<file path="src/rtl/kernel_pipe.sv">
// rtl/kernel_pipe.sv - pipelined 3x3 image-kernel engine (box, sharpen, strong sharpen, identity)
module kernel_pipe #(
    parameter int PIX_W = 8,
    parameter int OUT_W = 16,
    parameter int CNT_W = 16
) (
    input  logic                    clk,
    input  logic                    rst_n,
    input  logic                    in_valid,
    output logic                    in_ready,
    input  logic [9*PIX_W-1:0]      win,
    input  logic [1:0]              ksel,
    input  logic                    sat_en,
    output logic                    out_valid,
    input  logic                    out_ready,
    output logic signed [OUT_W-1:0] kresult,
    output logic                    out_sat,
    output logic [CNT_W-1:0]        sat_cnt
);

    localparam int IW = PIX_W + 5;
    localparam logic [1:0] K_BOX   = 2'b00;
    localparam logic [1:0] K_SHARP = 2'b01;
    localparam logic [1:0] K_STRONG = 2'b10;
    localparam logic signed [IW-1:0] PIX_MAX = {{5{1'b0}}, {PIX_W{1'b1}}};

    logic w_advance;

    logic                 r_s1_v;
    logic [9*PIX_W-1:0]   r_s1_win;
    logic [1:0]           r_s1_ksel;
    logic                 r_s1_sat;

    logic                 r_s2_v;
    logic signed [IW-1:0] r_s2_sum;
    logic                 r_s2_box;
    logic                 r_s2_sat;

    logic                 r_s3_v;
    logic signed [IW-1:0] r_s3_val;
    logic                 r_s3_sat;

    logic signed [IW-1:0] w_pix [9];
    logic signed [IW-1:0] w_a;
    logic signed [IW-1:0] w_r;
    logic signed [IW-1:0] w_sum;
    logic signed [IW-1:0] w_norm;
    logic signed [IW-1:0] w_clamp;
    logic                 w_clip;

    // One global stall: every stage, bubbles included, moves only on advance.
    assign w_advance = !out_valid || out_ready;
    assign in_ready  = w_advance;

    always_comb begin
        w_a = '0;
        for (int i = 0; i < 9; i++) begin
            w_pix[i] = $signed({{5{1'b0}}, r_s1_win[i*PIX_W +: PIX_W]});
            w_a      = w_a + w_pix[i];
        end
        w_r = w_a - w_pix[4];
        case (r_s1_ksel)
            K_BOX:    w_sum = w_a;
            K_SHARP:  w_sum = (w_pix[4] <<< 2) + w_pix[4] - w_pix[1] - w_pix[7] - w_pix[3] - w_pix[5];
            K_STRONG: w_sum = (w_pix[4] <<< 3) + w_pix[4] - w_r;
            default:  w_sum = w_pix[4];
        endcase
    end

    // Box sums are never negative, so an unsigned constant divide is exact.
    always_comb begin
        w_norm = r_s2_sum;
        if (r_s2_box) begin
            w_norm = $signed($unsigned(r_s2_sum) / IW'(9));
        end
    end

    always_comb begin
        w_clamp = r_s3_val;
        w_clip  = 1'b0;
        if (r_s3_sat) begin
            if (r_s3_val[IW-1]) begin
                w_clamp = '0;
                w_clip  = 1'b1;
            end else if (r_s3_val > PIX_MAX) begin
                w_clamp = PIX_MAX;
                w_clip  = 1'b1;
            end
        end
    end

    always_ff @(posedge clk) begin
        if (!rst_n) begin
            r_s1_v    <= 1'b0;
            r_s1_win  <= '0;
            r_s1_ksel <= '0;
            r_s1_sat  <= 1'b0;
            r_s2_v    <= 1'b0;
            r_s2_sum  <= '0;
            r_s2_box  <= 1'b0;
            r_s2_sat  <= 1'b0;
            r_s3_v    <= 1'b0;
            r_s3_val  <= '0;
            r_s3_sat  <= 1'b0;
            out_valid <= 1'b0;
            kresult   <= '0;
            out_sat   <= 1'b0;
            sat_cnt   <= '0;
        end else begin
            if (w_advance) begin
                r_s1_v    <= in_valid;
                r_s1_win  <= win;
                r_s1_ksel <= ksel;
                r_s1_sat  <= sat_en;
                r_s2_v    <= r_s1_v;
                r_s2_sum  <= w_sum;
                r_s2_box  <= (r_s1_ksel == K_BOX);
                r_s2_sat  <= r_s1_sat;
                r_s3_v    <= r_s2_v;
                r_s3_val  <= w_norm;
                r_s3_sat  <= r_s2_sat;
                out_valid <= r_s3_v;
                kresult   <= OUT_W'(w_clamp);
                out_sat   <= w_clip & r_s3_v;
            end
            if (out_valid && out_ready && out_sat && !(&sat_cnt)) begin
                sat_cnt <= sat_cnt + CNT_W'(1);
            end
        end
    end

endmodule

</file>
<file path="config.mk">
export PLATFORM = sky130hd
export DESIGN_NAME = kernel_pipe
export DESIGN_NICKNAME = d
export VERILOG_FILES = /design/src/rtl/kernel_pipe.sv
export SDC_FILE = /design/constraint.sdc
export NUM_CORES = 1
export LEC_CHECK = 0
export CAP_MARGIN = 20
export CORE_UTILIZATION = 40
export CTS_CLUSTER_SIZE = 12
export DETAILED_ROUTE_END_ITERATION = 10
export REMOVE_ABC_BUFFERS = 1
export SYNTH_ARGS = -nofsm -noshare
export SYNTH_HDL_FRONTEND = slang
export SYNTH_SLANG_ARGS = --single-unit
</file>
<file path="constraint.sdc">
create_clock -name clk -period 7.4 [get_ports clk]
set_clock_uncertainty 0.05 [all_clocks]
set_input_delay 1.48 -clock clk [delete_from_list [all_inputs] [get_ports clk]]
set_output_delay 1.48 -clock clk [all_outputs]
set_load 0.01 [all_outputs]
</file>
After elaboration in Yosys (flattened, before gate mapping)
Cells that the tools add are included.

$add $sub $neg: 17. Divide/modulo/power cells: 1. Order comparisons: 1. Equal/unequal tests: 2. Mux-type cells: 8. Bitwise logic cells: 1. Reduce and logical (&&, ||, !) cells: 8.

Operator list (number): 13-bit by 9-bit adder with 13-bit output (3); 13-bit one-hot mux with 3 select lines (1); 13-bit by 9-bit subtractor with 13-bit output (3); 13-bit two-way mux (2); 11-bit by 8-bit adder with 12-bit output (2); 12-bit two-way mux (2); 10-bit by 8-bit adder with 11-bit output (2); 16-bit by 1-bit adder with 16-bit output, second input constant (1); 16-bit AND reduction (1); 12-bit by 8-bit adder with 13-bit output (1); 13-bit by 4-bit divider with 13-bit output, second input constant (1); 13-bit by 9-bit greater-than comparator with 1-bit output, second input constant (1); 12-bit by 9-bit subtractor with 13-bit output (1); 13-bit subtractor (1); 11-bit by 8-bit subtractor with 12-bit output (1); 9-bit by 8-bit adder with 10-bit output (1); 8-bit by 8-bit adder with 9-bit output (1); 1-bit logical AND (3); 1-bit two-way mux (3); 2-bit by 1-bit == test with 1-bit output, second input constant (1); 2-bit == test, second input constant (1); 1-bit logical NOT (2); 2-bit logical NOT (1); 1-bit bitwise AND (1); 1-bit logical OR (1).

Register bits: 138. Bits of input ports: 79. Output and inout bits: 35. Word-level logic and storage cells: 53.

Depth between registers and ports, before layout
Depth in word-level cells: 11. Gate-level depth with buffers: 29. Gate-level depth less buffers: 29.

Least setup slack after synthesis
Ideal clock, no wire load.

Path type: reg-to-reg. Start point: register r_s1_win[33]. End point: register r_s2_sum[11]. Library setup time: 0.136 ns. Arrival: 6.226 ns. Required time: 7.214 ns. Slack: 0.987 ns. Stages on the path, launching flop included: 30. Buffers on the path: 0. Clock period less this slack: 6.413 ns. Cells stage by stage: dfxtp_1 > inv_1 > fa_1 > inv_1 > fa_1 > inv_1 > fa_1 > inv_1 > fa_1 > ha_1 > fa_1 > inv_1 > fa_1 > inv_1 > fa_1 > inv_1 > ha_1 > a21o_1 > a21oi_1 > nor2b_1 > o21a_1 > o21ai_0 > nand2b_1 > a21o_1 > a21oi_1 > nor2_1 > nor2_1 > xor2_1 > o22a_1 > a21oi_1.

Word-level cells in the longest chain between the ends: 8. Elaborated cells between the ends (all ways): 14. Classes of those cells: 13 x add/sub; 1 x mux.

Ends and longest elaborated chain: start, declared (line 30) `logic [9*PIX_W-1:0] r_s1_win;`; start signal, assigned (line 112) `r_s1_win <= win;`; 11-bit by 8-bit adder with 12-bit output (line 59) `w_a = w_a + w_pix[i];`; 12-bit by 8-bit adder with 13-bit output (line 59); 13-bit by 9-bit adder with 13-bit output (3 in a row) (line 59); 13-bit by 9-bit subtractor with 13-bit output (line 61) `w_r = w_a - w_pix[4];`; 13-bit subtractor (line 65) `K_STRONG: w_sum = (w_pix[4] <<< 3) + w_pix[4] - w_r;`; 13-bit one-hot mux with 3 select lines * (line 62) `case (r_s1_ksel)`; end signal, assigned (line 116) `r_s2_sum <= w_sum;`; end, declared (line 35) `logic signed [IW-1:0] r_s2_sum;`.

Mark *: on every way between the ends. The rest lies on a longest branch, timed or not. A chain may end at the register's enable or synchronous reset.

Worst setup path after layout
Ends and elaborated chain as after synthesis.

==> summary.md <==
| Metric | Value |
|---|---|
| Outcome | `finished, final reports clean` |
| Met2 wire length | `11210 um` |
| Setup violators final | `0` |
| Cell Count, Final, Fillers Out | `1707` |
| DR pass1 iterations | `5` |
| Post-synthesis average cell area | `8.588 um^2` |
| Setup tns final | `0 ns` |
| Die H | `167.5 um` |
| # Post-CTS Setup Buffers | `0` |
| Routed len/inst | `14.29 um` |
| Max stage delay on crit path | `0.58 ns` |
| Cell taking the most area after synthesis | `dfxtp_1` |
| Worst VDD drop | `0.3822 mV` |
| Synth async-reset ratio | `0%` |
| Highest routed layer | `met4` |
| Ranking of synthesized cells by area | `dfxtp_1, fa_1, ha_1` |
| Number of cell rows | `60` |
| Maximum root-to-sink buffer count | `2` |
| Sequential share of the synthesized area | `25.21%` |
| Hold Slack | `0.4013 ns` |
| Max Slew Vio Count | `0` |
| Post_cts resized | `0` |
| Min Clock Period, post-route | `6.753 ns` |
| Met3 routed WL | `642 um` |
| Vias in the first global route | `8711` |
| Tightest Pin Transition | `1.051 ns` |
| Post-synth top area share | `25.21%` |
| Post-layout util | `48.33%` |
| Maximum clock rate | `0.1481 GHz` |
| Main synth FF type | `dfxtp_1` |
| Grt total ovfl | `0` |
| Post-route ant nets | `0` |
| RSZ-0062 raised after global routing | `no` |
| Drt via density | `5.057` |
| Flops & latches, synth | `138` |
| Critical path data required time | `7.63 ns` |
| Chip width | `167.5 um` |
| Design area | `12990 um^2` |
| Metal-1 WL | `12240 um` |
| Hold buffer count at CTS | `0` |
| Aggregate global-route resource usage | `18.50%` |
| Yosys warnings | `0` |
| EDFF count, synth | `0` |
| DRT iter0 DRCs | `370` |
| Vias | `8632` |
| Antenna violations before repair | `0` |
| Clock Latency Late Sink | `0.43 ns` |
| Area of the multi-input gates | `7437 um^2` |
| Mapped Cells | `1276` |
| WL final | `24390 um` |
| CTS tree | `yes` |
| Register Area | `2764 um^2` |
| Clock Sink Count | `138` |
| Die area | `28060 um^2` |
| Unique masters post-synth | `91` |
| I/O pin count | `114` |
| Max-slew headroom | `29.92%` |
| FF-to-FF setup slack | `0.65 ns` |
| First-pass GRT wire length | `42480 um` |
| Final GP Congestion | `0.8621` |
| Root buffer cell | `clkbuf_16` |
| DRC Markers | `0` |
| Critical-path top delay cell | `fa_1` |
| Reg clk slew, reported paths | `0.07 ns` |
| Final period util | `91.26%` |
| N_diodes | `0` |
| Placed instance area | `12320 um^2` |
| Htree depth | `4` |
| Setup crit end kind | `register` |
| Min-delay worst type | `reg -> reg` |
| Area Overhead vs Synth | `18.53%` |
| Fin nets | `1588` |
| Starting Density | `40.77%` |
| # placed instances | `1675` |
| Commonest cells post-synth | `nand2_1, dfxtp_1, inv_1` |
| Largest net degree at the start of global routing | `98` |
| CTS buffer count | `17` |
| Layout cell share with drive strength beyond 1 | `5.637%` |
| Max-cap viol count | `0` |
| Peak fanout along the critical path | `6` |
| Fillers | `2659` |
| Core region area | `26880 um^2` |
| Leak | `0.005629 uW` |
| Most frequent cell after synthesis | `nand2_1` |
| Port-buffer cells | `113` |
| Syn Std Cell Area | `10960 um^2` |
| Detailed placement HPWL | `18130 um` |
| Crit path DAT | `6.99 ns` |
| Pwr/cell area | `496.4 nW/um^2` |
| Hold violation count in the final report | `0` |
| Worst setup SP type | `register` |
| Crit path kind | `reg -> reg` |
## layout make-up
type	instances	area share, %
clock buffer	17	3.275
clock inverter	15	1.840
inverter	131	3.795
multi-input combinational	942	57.26
sequential	138	21.28
tap	341	3.285
timing repair buffer	123	9.267
## where the power goes
| part | switching (uW) | internal [uW] | leakage, uW | total, uW |
|---|---|---|---|---|
| clock | 394 | 586 | 0.000327 | 979 |
| combinational | 2410 | 2100 | 0.00416 | 4510 |
| sequential | 127 | 829 | 0.00114 | 956 |
## critical path: cells and delay by family, from the launching register on
kind / cells / cell delay [ns]
AO/OA/AOI/OAI: 8 / 1.25
XOR/XNOR: 1 / 0.15
adder cells (fa/ha/maj): 9 / 3.93
buffers and inverters: 7 / 0.49
flip-flops: 1 / 0.40
AND/OR/NAND/NOR: 4 / 0.32
## state kept, by name (all words and copies together), names as in the netlist, 2 cells and up
signal / count
kresult: 13
r_s1_ksel: 2
r_s1_win: 72
r_s2_sum: 13
r_s3_val: 13
sat_cnt: 16
## per-layer routing
metal	GRT usage (%)	vias up
met3	2.553	24
met4	5.305	0
li1	-	4432
met5	0	-
met1	25.23	4055
met2	30.47	121
## metrics by stage
stage | power (uW) | setup slack, ns
finish | 6447 | 0.6470
floorplan | 4552 | -2.885
CTS | 6492 | 0.5054
global placement | 5425 | 0.6794
global route | 7167 | 0.1383
detailed placement | 5447 | 0.5618
## final timing paths
path	startpoint	endpoint	depth (start not counted)
min reg2reg	r_s3_val[1]$_SDFFE_PN0P_	r_s3_val[1]$_SDFFE_PN0P_	2
max reg2reg	r_s1_win[33]$_SDFFE_PN0P_	r_s2_sum[11]$_SDFFE_PN0P_	29
min	r_s3_val[1]$_SDFFE_PN0P_	r_s3_val[1]$_SDFFE_PN0P_	2
max	r_s1_win[33]$_SDFFE_PN0P_	r_s2_sum[11]$_SDFFE_PN0P_	29
## cells by family (layout without fill, tap and decap cells)
group / after synthesis / in the layout / synth area share (%)
xor gates and xnor gates: 55 / 55 / 4.533
DFF: 138 / 138 / 25.21
adders and majority gates: 157 / 157 / 23.74
and+or+nand+nor: 409 / 409 / 17.92
buffers and inverters: 196 / 286 / 6.988
muxes: 12 / 12 / 1.713
AOI/OAI and AO/OA: 309 / 309 / 19.90
## placed cells by master (no fill, tap or decap), drive strengths merged, types with 8 or more instances in the layout
master,n
a21boi,104
a21o,10
a21oi,58
and2,25
and3,8
buf,11
clkbuf,17
clkdlybuf4s50,112
dfxtp,138
fa,85
ha,71
inv,140
mux2i,8
nand2,214
nand2b,21
nand3,22
nand3b,9
nor2,46
nor2b,25
nor3,13
o211a,9
o21ai,46
o21bai,10
xnor2,39
xor2,16
(Power assumes the default switching activity.)
